==> config.mk <==
export PLATFORM = sky130hd
export DESIGN_NAME = fp_align_pipe
export DESIGN_NICKNAME = d
export VERILOG_FILES = /design/src/rtl/fp_align_pipe.sv
export SDC_FILE = /design/constraint.sdc
export NUM_CORES = 1
export LEC_CHECK = 0
export ABC_AREA = 1
export CORE_ASPECT_RATIO = 0.5
export CORE_MARGIN = 2
export CORE_UTILIZATION = 38
export CTS_CLUSTER_DIAMETER = 30
export CTS_CLUSTER_SIZE = 16
export DETAILED_ROUTE_END_ITERATION = 7
export GPL_TIMING_DRIVEN = 0
export SYNTH_ARGS = -nofsm -noshare
export SYNTH_HDL_FRONTEND = slang
export SYNTH_SLANG_ARGS = --single-unit
==> constraint.sdc <==
create_clock -name clk -period 12.5 [get_ports clk]
set_input_delay 2.5 -clock clk [delete_from_list [all_inputs] [get_ports clk]]
set_output_delay 2.5 -clock clk [all_outputs]
set_load 0.01 [all_outputs]
==> src/rtl/fp_align_pipe.sv <==
// Floating-point operand alignment: picks the larger operand and right-shifts the smaller mantissa with G/R/S.
// Latency: 2 cycles from input transfer to out_valid; 1 pair/cycle throughput when out_ready stays high.
// Backpressure: valid/ready elastic pipeline; in_ready = !v1 || (!v2 || out_ready), outputs hold while stalled.
module fp_align_pipe #(
  parameter int EXP_W = 8,
  parameter int MAN_W = 24
) (
  input  logic               clk,
  input  logic               rst,
  input  logic               in_valid,
  output logic               in_ready,
  input  logic               sign_a,
  input  logic               sign_b,
  input  logic [EXP_W-1:0]   exp_a,
  input  logic [EXP_W-1:0]   exp_b,
  input  logic [MAN_W-1:0]   mant_a,
  input  logic [MAN_W-1:0]   mant_b,
  output logic               out_valid,
  input  logic               out_ready,
  output logic [EXP_W-1:0]   exp_large,
  output logic               sign_large,
  output logic               sign_small,
  output logic [MAN_W+2:0]   mant_large,
  output logic [MAN_W+2:0]   mant_small,
  output logic               swapped,
  output logic               shift_sat
);

  // Aligned width: mantissa followed by guard, round and sticky bits.
  localparam int AW = MAN_W + 3;

  typedef struct packed {
    logic [MAN_W-1:0] mant_l;
    logic [MAN_W-1:0] mant_s;
    logic             sign_l;
    logic             sign_s;
    logic [EXP_W-1:0] exp_l;
    logic [EXP_W-1:0] diff;
    logic             swap;
  } s1_t;

  typedef struct packed {
    logic [EXP_W-1:0] exp_l;
    logic             sign_l;
    logic             sign_s;
    logic [AW-1:0]    mant_l;
    logic [AW-1:0]    mant_s;
    logic             swap;
    logic             sat;
  } s2_t;

  logic v1_q, v2_q;
  s1_t  s1_q, s1_d;
  s2_t  s2_q, s2_d;
  logic adv2;
  logic load1, load2;

  // Stage 2 moves whenever it is empty or its result is being taken; stage 1 refills behind it.
  assign adv2      = !v2_q || out_ready;
  assign in_ready  = !v1_q || adv2;
  assign load1     = in_valid && in_ready;
  assign load2     = adv2 && v1_q;
  assign out_valid = v2_q;

  // Stage 1: magnitude compare; an exact tie keeps A as the large operand.
  always_comb begin
    logic b_large;
    s1_d    = '0;
    b_large = (exp_b > exp_a) || ((exp_b == exp_a) && (mant_b > mant_a));
    if (b_large) begin
      s1_d.mant_l = mant_b;
      s1_d.mant_s = mant_a;
      s1_d.sign_l = sign_b;
      s1_d.sign_s = sign_a;
      s1_d.exp_l  = exp_b;
      s1_d.diff   = exp_b - exp_a;
      s1_d.swap   = 1'b1;
    end else begin
      s1_d.mant_l = mant_a;
      s1_d.mant_s = mant_b;
      s1_d.sign_l = sign_a;
      s1_d.sign_s = sign_b;
      s1_d.exp_l  = exp_a;
      s1_d.diff   = exp_a - exp_b;
      s1_d.swap   = 1'b0;
    end
  end

  // Stage 2: right shift with sticky collapse; shifts of AW or more leave only the sticky bit.
  always_comb begin
    logic [AW-1:0] x;
    logic [AW-1:0] shifted;
    logic [AW-1:0] mask;
    logic          sticky;
    logic          sat;
    x        = {s1_q.mant_s, 3'b000};
    shifted  = x >> s1_q.diff;
    mask     = ~({AW{1'b1}} << s1_q.diff);
    sticky   = |(x & mask);
    sat      = (32'(s1_q.diff) >= AW);
    s2_d        = '0;
    s2_d.exp_l  = s1_q.exp_l;
    s2_d.sign_l = s1_q.sign_l;
    s2_d.sign_s = s1_q.sign_s;
    s2_d.mant_l = {s1_q.mant_l, 3'b000};
    s2_d.swap   = s1_q.swap;
    s2_d.sat    = sat;
    if (sat) begin
      s2_d.mant_s = {{(AW-1){1'b0}}, |s1_q.mant_s};
    end else begin
      s2_d.mant_s = shifted | {{(AW-1){1'b0}}, sticky};
    end
  end

  // Stage valid bits: stage 1 takes in_valid whenever it can accept, stage 2 takes v1 on advance.
  always_ff @(posedge clk or posedge rst) begin
    if (rst) begin
      v1_q <= 1'b0;
      v2_q <= 1'b0;
    end else begin
      if (in_ready) v1_q <= in_valid;
      if (adv2)     v2_q <= v1_q;
    end
  end

  // Stage data registers load only on an actual transfer so stalled results stay put.
  always_ff @(posedge clk or posedge rst) begin
    if (rst) begin
      s1_q <= '0;
      s2_q <= '0;
    end else begin
      if (load1) s1_q <= s1_d;
      if (load2) s2_q <= s2_d;
    end
  end

  assign exp_large  = s2_q.exp_l;
  assign sign_large = s2_q.sign_l;
  assign sign_small = s2_q.sign_s;
  assign mant_large = s2_q.mant_l;
  assign mant_small = s2_q.mant_s;
  assign swapped    = s2_q.swap;
  assign shift_sat  = s2_q.sat;

endmodule
==> summary.md <==
| Metric | Value |
|---|---|
| Critical path depth in cells | 4 |
| Total gr overflow | 0 |
| Latest clock arrival within the worst-skew pair | 0.44 ns |
| Slew headroom | 0.440 |
| Worst Path Arrival | 3.65 ns |
| FF-to-FF path depth | 7 |
| Vias in the first global route | 9248 |
| Cell row count | 39 |
| Gpl congestion | 0.919 |
| DRC viols | 0 |
| Top-Level Pins | 138 |
| Share of cells above drive strength 1 | 0.0650 |
| Worst slew pin tran | 0.840 ns |
| Post-synth ARST share | 1.00 |
| CTS root buf | clkbuf_16 |
| Initial antenna violation count | 0 |
| Leakage | 5.87 nW |
| Most used cell, CP | clkdlybuf4s50_1 |
| Buf/Inv on CP | 3 |
| Worst setup SP type | input pin |
| Hold Path Stages | 2 |
| Drt total wl | 30900 µm |
| CTS tree | yes |
| Largest net degree at the start of global routing | 86 |
| Post-synth cell types | 46 |
| CP delay by family, top | buffers and inverters |
| Avg Vias per Cell | 5.10 |
| Hold Fails Final Rpt | 0 |
| Tmin final | 6.15 ns |
| Ys flop type | dfrtp_1 |
| Antenna violation net count after detailed routing | 0 |
| DP Worst Slack | 6.35 ns |
| Final slew viol count | 0 |
| Final hold slack | 0.469 ns |
| Seq cells post-synth | 132 |
| Layout fillers | 2417 |
| Critical hold path startpoint | s1_q[66]$_DFFE_PP0P_ |
| Synthesized area | 0.00897 mm² |
| Max VDD drop | 0.000118 V |
| Clock transition at path regs | 0.05 ns |
| Worst r2r dst | s1_q[2]$_DFFE_PP0P_ |
| Worst EP required | 10.00 ns |
| Clock skew | 0.00805 ns |
| Slowest cell on the critical path | clkdlybuf4s50_1 |
| Initial Utilization | 0.390 |
| Sequential share of the synthesized area | 0.368 |
| F_max | 163 MHz |
| Cells along the critical path | clkdlybuf4s50_1, inv_1, nand3_1, clkdlybuf4s50_1 |
| Slowest stage delay, CP | 0.55 ns |
| CTS-repair resized insts | 0 |
| Nets | 1605 |
| Core ar. | 0.0230 mm² |
| Number of buffers added on ports | 134 |
| RSZ-0062 raised after global routing | no |
| Detailed Place HPWL | 24700 µm |
| TritonCTS Sinks | 132 |
| Die height | 113 µm |
| # Max-Cap Violations | 0 |
| Worst setup startpoint | out_ready |
| Die ar. | 0.0249 mm² |
| Hold Path Class | reg -> reg |
| # diodes | 0 |
| Status | finished, final reports clean |
| Max FO, Critical Path | 3 |
| Crit Path Class | in -> out |
| Crit. End Element | output pin |
| Setup tns final | 0 ns |
| RR Startpoint | out_valid$_DFFE_PP0P_ |
| Finished Cell Area | 0.0113 mm² |
| Clock Tree Buf Depth | 2 |
| Total power | 1.93 mW |
| Power Density | 171 mW/mm² |
| Routed WL per cell | 17.1 µm |
| Flop2flop setup slack | 10.24 ns |
| Fin crit share | 0.492 |
| Syn_area_per_cell | 6.71 µm² |
| CTS Hold Bufs | 0 |
| Drt first pass iters | 7 |
| Placement Cell Area | 0.0107 mm² |
| First-pass GRT wire length | 50200 µm |
| Post-route setup slack | 6.35 ns |
| Chip width | 221 µm |
| H-tree levels | 4 |
| Worst Hold End | mant_large[26]$_DFFE_PP0P_ |
| Vias | 9258 |
| Setup Fix Bufs, Post-CTS | 0 |
| Yosys warning total | 0 |
| Post-synth EDFFs | 0 |
| GRT Overall Usage | 0.260 |
| Initial DRC Count | 756 |
| Cells after Synth | 1338 |
| Setup violations, final | 0 |
| Layout area overhead | 25.8% |
| TritonCTS buffer count | 17 |
## power breakdown
group          switching (mW)  total, mW  internal (mW)
registers              0.0892      0.627          0.538
clock network           0.200      0.473          0.273
logic                   0.498      0.829          0.331
total                   0.787       1.93           1.14
## kinds of logic (layout without fill, tap and decap cells)
logic type / after synthesis / in the layout / share of synthesized area
buf+inv: 195 / 362 / 0.0980
mux: 1 / 1 / 0.00112
fa+ha+maj: 41 / 41 / 0.0588
xor+xnor: 12 / 12 / 0.0117
compound gates: 112 / 112 / 0.0701
simple gates: 844 / 844 / 0.392
other cells: 1 / 3 / 0.000418
flops: 132 / 132 / 0.368
## synth_stat cells, types with 2 or more instances
cell type  count  area (µm²)
a21boi_0       2        15.0
a21o_1         3        22.5
a21oi_1       30         150
a21oi_2        2        17.5
a31oi_1        6        37.5
buf_1          4        15.0
buf_2         15        75.1
buf_4         18         135
buf_6          8        90.1
clkbuf_1      33         124
clkinv_1       2        7.51
dfrtp_1      132        3300
fa_1           2        40.0
ha_1          39         488
inv_1        109         409
inv_2          5        18.8
nand2_1      570        2140
nand2_2        7        43.8
nand3_1      204        1020
nand4_1        6        37.5
nor2_1        45         169
nor2_4         3        33.8
nor4_1         2        12.5
o21a_1         2        15.0
o21ai_0       21         105
o21ai_1       35         175
o21ai_2        3        26.3
or2_2          2        12.5
xnor2_1        4        35.0
xor2_1         8        70.1
## flip-flops by register name, summed over array words and instances, names as in the netlist
| register | cells |
|---|---|
| v1_q | 1 |
| shift_sat | 1 |
| s1_q | 67 |
| swapped | 1 |
| out_valid | 1 |
| mant_small | 27 |
| exp_large | 8 |
| sign_small | 1 |
| sign_large | 1 |
| mant_large | 24 |
## cell usage in the layout (no fill, tap or decap), types with 3 or more instances in the layout
cell / n
nand2_1: 570
nand3_1: 204
clkdlybuf4s50_1: 134
dfrtp_1: 132
inv_1: 108
nor2_1: 45
ha_1: 39
clkbuf_1: 36
o21ai_1: 35
a21oi_1: 30
o21ai_0: 21
buf_4: 18
clkbuf_16: 17
buf_2: 15
xor2_1: 8
buf_6: 8
nand2_2: 7
a31oi_1: 6
nand4_1: 6
inv_2: 5
xnor2_1: 4
buf_1: 4
clkinv_4: 4
clkinv_2: 4
a21o_1: 3
nor2_4: 3
o21ai_2: 3
conb_1: 3
## cell type report
| cell class | instances | area [µm²] | share of cell area |
|---|---|---|---|
| multi-input cells | 1013 | 4800 | 0.425 |
| flip-flops and latches | 132 | 3300 | 0.293 |
| repair buffers | 135 | 1370 | 0.121 |
| plain buffers | 79 | 444 | 0.0394 |
| inverters | 116 | 440 | 0.0390 |
| clock buffers | 20 | 437 | 0.0387 |
| well taps | 307 | 384 | 0.0340 |
| clock inverters | 12 | 109 | 0.00965 |
## per-stage QoR
step / util / instances
2_1_floorplan: - / 1340
3_3_place_gp: 0.466 / 1781
3_5_place_dp: 0.467 / 1782
4_1_cts: 0.491 / 1814
5_1_grt: 0.491 / 1814
6_report: 0.491 / 1814
## worst max path at each step
stage | endpoint | slack (ns)
2_1_floorplan | exp_large[0]$_DFFE_PP0P_ | 6.47
3_3_place_gp | s1_q[15]$_DFFE_PP0P_ | 4.48
3_5_place_dp | in_ready | 6.35
4_1_cts | in_ready | 6.35
5_1_grt | in_ready | 6.29
6_report | in_ready | 6.35
## tightest hold or removal path, cell delays in order, from the launching register on
cell	delay, ns
dfrtp_1	0.34
nand2_1	0.05
nand2_1	0.05
## layer usage
metal  wire length, µm  track usage
met1             14300        0.350
met2             14100        0.422
met3              1600       0.0369
met4              1000        0.109
met5                 0            0
Power figures use the tool's default switching activity.
